$ cat config.mk
export PLATFORM = sky130hd
export DESIGN_NAME = row_drain_sequencer
export DESIGN_NICKNAME = d
export VERILOG_FILES = /design/src/rtl/row_drain_sequencer.sv
export SDC_FILE = /design/constraint.sdc
export NUM_CORES = 1
export LEC_CHECK = 0
export CAP_MARGIN = 10
export CORE_MARGIN = 4
export CORE_UTILIZATION = 35
export CTS_BUF_LIST = sky130_fd_sc_hd__clkbuf_16
export DETAILED_ROUTE_END_ITERATION = 12
export PLACE_DENSITY = 0.73
export SLEW_MARGIN = 25
export SYNTH_ARGS = -nofsm -noshare
export SYNTH_HDL_FRONTEND = slang
export SYNTH_SLANG_ARGS = --single-unit
$ cat constraint.sdc
create_clock -name clk -period 9.88 [get_ports clk]
set_input_delay 2.964 -clock clk [delete_from_list [all_inputs] [get_ports clk]]
set_output_delay 2.964 -clock clk [all_outputs]
set_load 0.005 [all_outputs]
$ cat src/rtl/row_drain_sequencer.sv
// row_drain_sequencer
//
// Captures one completed systolic-array row and presents its lanes one at a
// time to the downstream select_mux. The row is held stable on row_hold, which
// feeds select_mux.in2, and sel steps through the lanes. While idle, sel parks
// at array_size, so the mux forwards its in1 passthrough input.
//
// Handshake rules (both ports): a transfer happens on a rising edge where
// valid and ready are both 1. valid never depends on ready. Once valid is
// raised, it and its payload hold until the transfer completes.
//
// Optional feature: define ROW_DRAIN_BACK2BACK_EN to accept the next row on
// the same edge that the last beat of the current row is taken. This gives
// zero-bubble rows. When it is undefined, one IDLE cycle separates rows.
//
// Ports:
//   clk        rising-edge clock
//   rst_n      asynchronous active-low reset
//   row_valid  upstream row available
//   row_ready  sequencer can accept a row (decoded from state)
//   row_data   row payload; lane k at bits [k*data_size +: data_size]
//   row_len    valid lanes in the row; 0 or oversize means array_size
//   row_hold   latched row, to select_mux.in2
//   sel        lane index, to select_mux.sel (array_size when idle)
//   out_valid  current beat valid at the mux output
//   out_ready  downstream accepts the beat
//   out_last   current beat is the final lane of the row (decoded)
//   busy       FSM is in DRAIN (exposes FSM state)
//   row_count  completed rows, wraps modulo 2^dimdata_size
module row_drain_sequencer #(
    parameter int array_size   = 9,
    parameter int data_size    = 16,
    parameter int dimdata_size = 16
) (
    input  logic                             clk,
    input  logic                             rst_n,
    input  logic                             row_valid,
    output logic                             row_ready,
    input  logic [data_size*array_size-1:0]  row_data,
    input  logic [dimdata_size-1:0]          row_len,
    output logic [data_size*array_size-1:0]  row_hold,
    output logic [dimdata_size-1:0]          sel,
    output logic                             out_valid,
    input  logic                             out_ready,
    output logic                             out_last,
    output logic                             busy,
    output logic [dimdata_size-1:0]          row_count
);

    localparam logic [dimdata_size-1:0] PARK = dimdata_size'(array_size);
    localparam logic [dimdata_size-1:0] ONE  = dimdata_size'(1);

    typedef enum logic {
        IDLE  = 1'b0,
        DRAIN = 1'b1
    } state_t;

    state_t                  state;
    logic [dimdata_size-1:0] len_eff;
    logic [dimdata_size-1:0] len_next;
    logic                    accept;
    logic                    beat_done;

    // A zero or oversize length drains the full row.
    always_comb begin
        len_next = PARK;
        if ((row_len != '0) && (row_len <= PARK)) begin
            len_next = row_len;
        end
    end

    assign busy      = (state == DRAIN);
    // len_eff is always 1..array_size, so len_eff-1 cannot underflow.
    assign out_last  = (state == DRAIN) && (sel == (len_eff - ONE));
    assign beat_done = out_valid & out_ready;

`ifdef ROW_DRAIN_BACK2BACK_EN
    assign row_ready = (state == IDLE) || (out_last && out_ready);
`else
    assign row_ready = (state == IDLE);
`endif

    assign accept = row_valid & row_ready;

    always_ff @(posedge clk or negedge rst_n) begin
        if (!rst_n) begin
            state     <= IDLE;
            sel       <= PARK;
            row_hold  <= '0;
            len_eff   <= PARK;
            row_count <= '0;
            out_valid <= 1'b0;
        end else begin
            case (state)
                IDLE: begin
                    if (accept) begin
                        row_hold  <= row_data;
                        len_eff   <= len_next;
                        sel       <= '0;
                        out_valid <= 1'b1;
                        state     <= DRAIN;
                    end
                end
                DRAIN: begin
                    if (beat_done) begin
                        if (out_last) begin
                            row_count <= row_count + ONE;
                            // accept can only be high here when the
                            // back-to-back path is built in.
                            if (accept) begin
                                row_hold <= row_data;
                                len_eff  <= len_next;
                                sel      <= '0;
                            end else begin
                                sel       <= PARK;
                                out_valid <= 1'b0;
                                state     <= IDLE;
                            end
                        end else begin
                            sel <= sel + ONE;
                        end
                    end
                end
                default: begin
                    state     <= IDLE;
                    sel       <= PARK;
                    out_valid <= 1'b0;
                end
            endcase
        end
    end

endmodule
# --- After elaboration in Yosys (flattened, before gate mapping) ---
# Index checks and enable logic that the tools add are counted.
classes:
  bitwise_logic: 3
  n_reduce_logical: 7
  n_eq_ne: 5
  n_lt_le_gt_ge: 1
  n_addsub: 3
  n_mux: 23
ops:
  columns: ["operator", "n"]
  rows:
  - ["$mux W144", 3]
  - ["$pmux W144 S2", 1]
  - ["$mux W16", 7]
  - ["$pmux W16 S2", 2]
  - ["$add A16 B1 Y16 const B", 2]
  - ["$eq A16 B16 Y1", 1]
  - ["$le A16 B4 Y1 const B", 1]
  - ["$reduce_bool A16 Y1", 1]
  - ["$sub A16 B1 Y16 const B", 1]
  - ["$mux W1", 7]
  - ["$mux W4", 1]
  - ["$ne A2 B1 Y1 const B", 2]
  - ["$ne A2 B2 Y1 const B", 2]
  - ["$pmux W1 S2", 2]
  - ["$reduce_and A2 Y1", 2]
  - ["$reduce_and A4 Y1", 1]
  - ["$reduce_and A3 Y1", 1]
  - ["$and A1 B1 Y1", 2]
  - ["$logic_and A1 B1 Y1", 2]
  - ["$not A1 Y1", 1]
totals:
  elab_cells: 48
  output_inout_bits: 180
  regBits: 194

# --- Longest topological paths before layout ---
depth:
  ltp_word: 7
  depth_mapped: 10

# --- Least setup slack after synthesis ---
# OpenSTA, ideal clock, no wires.
synth_path:
  path_kind: "flip-flop to output port"
  start: "register len_eff[8]"
  end: "output out_last"
  setup_slack_ps: 4306
  t_arrival_ps: 2610
  path_buffers: 2
  t_required_ps: 6916
  stages_incl_launch_ff: 9
  path_cell_list: "dfrtp_1 > buf_6 > or4_1 > or3_1 > a2111o_1 > a2111oi_2 > o2111a_2 > buf_6 > and2_1"
synth_between:
  elab_chain_cells: 3
synth_rtl:
  columns: ["item", "line", "source"]
  rows:
  - ["from (decl)", "59", "logic [dimdata_size-1:0] len_eff;"]
  - ["from (signal assigned)", "98", "len_eff <= len_next;"]
  - ["from (signal assigned)", "112", "len_eff <= len_next;"]
  - ["$sub A16 B1 Y16", "74", "assign out_last = (state == DRAIN) && (sel == (len_eff - ONE));"]
  - ["$eq A16 B16 Y1", "74", null]
  - ["$logic_and A1 B1 Y1", "74", null]
  - ["to (decl)", "45", "output logic out_last,"]
# Every way passes these cells.

# --- Worst setup path in the final report ---
layout_path:
  start: "register len_eff[1]"
  end: "output out_last"
# The elaborated chain is that of the path after synthesis.

==> results.md <==
* Data arrival time of the worst path at ~3.9 ns
* Final setup slack of the worst path at 3.03 ns
* Number of rows created at floorplan at 56
* Layout net count at 1,411
* Post-Syn Instances at between 900 and 1,000
* Max-cap violations at 0
* Max Transition Viols Final at 0
* Number of synthesized register bits at 194
* Number of distinct library cells after synthesis at 61
* DRT Pass-1 Iters at 6
* Half-perimeter wire length after placement at 18,300 µm
* Capture point of the worst reg-to-reg path: sel[13]
* Required time worst endpoint at 6.92 ns
* Proportion of power drawn by flip-flops and latches at 0.458
* Part of the Yosys area used for sequential elements at 0.582
* Number of flops mapped to enable cells by yosys at 0
* Primary FF master, synth: dfrtp_1
* Startpoint type of the worst setup path: register
* Later-pin clock latency in the skew report at around 0.43 ns
* Clock net sink count at 194
* Post-layout min period at 6.85 ns
* Remaining antenna violation count at 0
* Wire length of the first global-routing pass at 40,700 µm
* Die footprint at approximately 26,000 µm²
* Hold path startpoint: row_count[15]
* Result of the run: finished clean
* Aggregate global-route resource usage at 0.192
* IR Drop Worst-Case VDD at 96.5 µV
* Via count of the first global-routing pass at roughly 7,500
* Clock buffers created by TritonCTS at 17
* Boundary Pins at 344
* Reg2reg path depth at 9
* Setup slack on the worst flop-to-flop path at 6.43 ns
* Largest fanout of any net on the critical path at 14
* Initial Utilization at 0.356
* Finish-stage setup viols at 0
* Crit Path Category: register to output pin
* Chip height at 162 µm
* Number of hold-slack violations in the final timing report at 0
* Source of the critical timing path: len_eff[1]
* Worst clock skew on the final layout at between 0.015 and 0.02 ns
* Post-route insts no fill at 1,576
* DRC at 0
* Worst hold path depth at 1
* Number of buffers inserted by hold repair at cts at 0
* Largest buffer count on any clock path at 2
* RePlAce Congestion at 0.859
* Fraction of final layout cells sized beyond drive strength 1 at 0.0478
* Cell Area, Synth at 8350 µm²
* Termination of the worst setup path: out_last
* Switching power total at between 0.5 and 0.6 mW
* Slew Limit Headroom at 0.391
* Number of warning messages in the yosys log at 0
* Core area at between 20,000 and 25,000 µm²
* Sort of element at the end of the critical path: output pin
* Clock slew seen by the registers of the worst setup and hold paths at 0.08 ns
* Worst min-delay path category: register to register
* Unrepaired setup endpoints after global routing: no
* Global-route congestion overflow total at 0
* Number of cells in the design after placement at 1,544
* Syn avg cell area at around 9 µm²
* CTS tree: done
* Static Leak at 5.94 nW
* Transition time at the pin with the least slew margin at 0.914 ns
* Count of input and output buffers at between 300 and 400
* Clock Root Buffer: clkbuf_16
* Setup Fix Bufs, Post-CTS at 0
* Number of antenna violations at the first check in global routing at 2
* Worst Hold Slack at 0.472 ns
* Count of H-tree levels built during CTS at 4
* Vias/cell at 4.78
* Pint at between 1.5 and 2 mW
* 1st-iter DRT viols at 401
* Timing-limited maximum frequency at 146 MHz
* Worst setup slack before clock tree synthesis at 3.64 ns
* Relative contribution of the clock network to total power at 0.354
* X dimension of the die at 162 µm
* Layout Area Growth over Synthesis at 51.7%
* FFs w/ async S/R, synth at 1.00
* Wire length reported by the detailed router at 25,600 µm
* Combinational power share at 0.188
* Final clock period utilization by the worst path at 0.693
* Post-cts resize count at 0
* Power density cells at about 160 nW/µm²
* Nets in the synthesized netlist at 1,092
* Final-layout setup total negative slack at 0 ns
* Vias at between 7,000 and 8,000
* Largest net degree at the start of global routing at approximately 110
* Crit Reg-Reg Startpoint: len_eff[1]
* Average wire per standard cell at 16.3 µm
* Switching share of total power at 0.269
cell families (layout without fill, tap and decap cells):
kind of cell	after synthesis	count (layout)	synth area share
other cells	0	1	0
buf+inv	54	385	0.0271
flops	194	194	0.582
fa+ha+maj	3	3	0.00449
mux	3	3	0.00434
simple gates	583	583	0.300
compound gates	55	55	0.0466
xor+xnor	33	33	0.0362
through the flow:
step	cell area [µm²]	total power, mW	utilization
detailed placement	12000	1.35	0.513
global placement	12000	1.34	0.513
CTS	12700	2.09	0.539
global route	12700	2.17	0.540
finish	12700	2.07	0.540
floorplan	8350	1.06	-
synthesized netlist by cell type (all sizes together), types with 3 or more instances:
cell type / count / area share
o21ai: 14 / 0.0084
dfstp: 4 / 0.013
inv: 6 / 0.0027
or3: 12 / 0.010
nor2: 20 / 0.0090
nor2b: 17 / 0.013
or4: 7 / 0.0073
clkbuf: 39 / 0.018
xor2: 12 / 0.013
nand2: 455 / 0.21
nor4: 9 / 0.0075
buf: 9 / 0.0069
dfrtp: 190 / 0.57
and3: 9 / 0.0067
nand4: 12 / 0.0090
nor3: 7 / 0.0048
xnor2: 20 / 0.021
and2: 6 / 0.0045
a21oi: 4 / 0.0024
a31oi: 11 / 0.0082
o211ai: 4 / 0.0036
ha: 3 / 0.0045
a22oi: 4 / 0.0036
nand3: 17 / 0.010
layer usage:
| layer | part of all wire | vias to the layer above | GRT usage |
|---|---|---|---|
| met4 | 0.017 | 2 | 0.0523 |
| li1 | - | 3624 | - |
| met1 | 0.39 | 3622 | 0.236 |
| met2 | 0.50 | 254 | 0.322 |
| met3 | 0.089 | 31 | 0.0673 |
| met5 | 0.00031 | - | 0 |
layout make-up:
| class | instances | area, µm² |
|---|---|---|
| clock inverter | 14 | 195 |
| inverter | 6 | 22.5 |
| fill | 2109 | 10800 |
| sequential | 194 | 4860 |
| tap | 319 | 399 |
| multi-input combinational | 677 | 3290 |
| antenna | 1 | 2.50 |
| clock buffer | 17 | 425 |
| timing repair buffer | 348 | 3480 |
worst min path at each step:
stage | endpoint | slack (ns)
after floorplan | row_count[15] | 0.46
after global placement | row_count[15] | 0.46
after detailed placement | row_hold[15] | 0.46
after CTS | row_count[15] | 0.48
after global routing | row_hold[139] | 0.50
final | row_count[15] | 0.47
sequential cells by signal, indices dropped and copies added (netlist names):
register / count
busy: 1
len_eff: 16
out_valid: 1
row_count: 16
row_hold: 144
sel: 16
worst max-delay path, stage by stage (launching register included):
cell and delay (ns):
dfrtp_1 0.41, inv_1 0.09, ha_1 0.31, nor3b_1 0.38
nand3_1 0.21, or3b_2 0.52, a31oi_1 0.38, o2111a_2 0.48
and2_1 0.17, clkdlybuf4s50_1 0.49
power by group through the flow:
stage | clock (mW) | combinational [mW] | sequential, mW
after CTS | 0.751 | 0.396 | 0.945
after detailed placement | 0 | 0.393 | 0.959
final | 0.732 | 0.389 | 0.945
after global routing | 0.789 | 0.426 | 0.958
after floorplan | 0 | 0.110 | 0.948
after global placement | 0 | 0.388 | 0.956
placed cells by master, fill, tap and decap left out, drive strengths merged, types with 3 or more instances in the layout:
cell,count
buf,5
and3,9
nor4,9
a31oi,11
dfstp,4
clkinv,3
a21oi,4
nor2b,17
nor3,7
o211ai,4
clkdlybuf4s50,342
xor2,12
nand3,17
ha,3
or3,12
xnor2,20
dfrtp,190
nor2,20
o21ai,14
or4,7
a22oi,4
nand2,455
inv,13
clkbuf,18
and2,6
nand4,12
No activity file was read; power rests on OpenSTA's default activity.
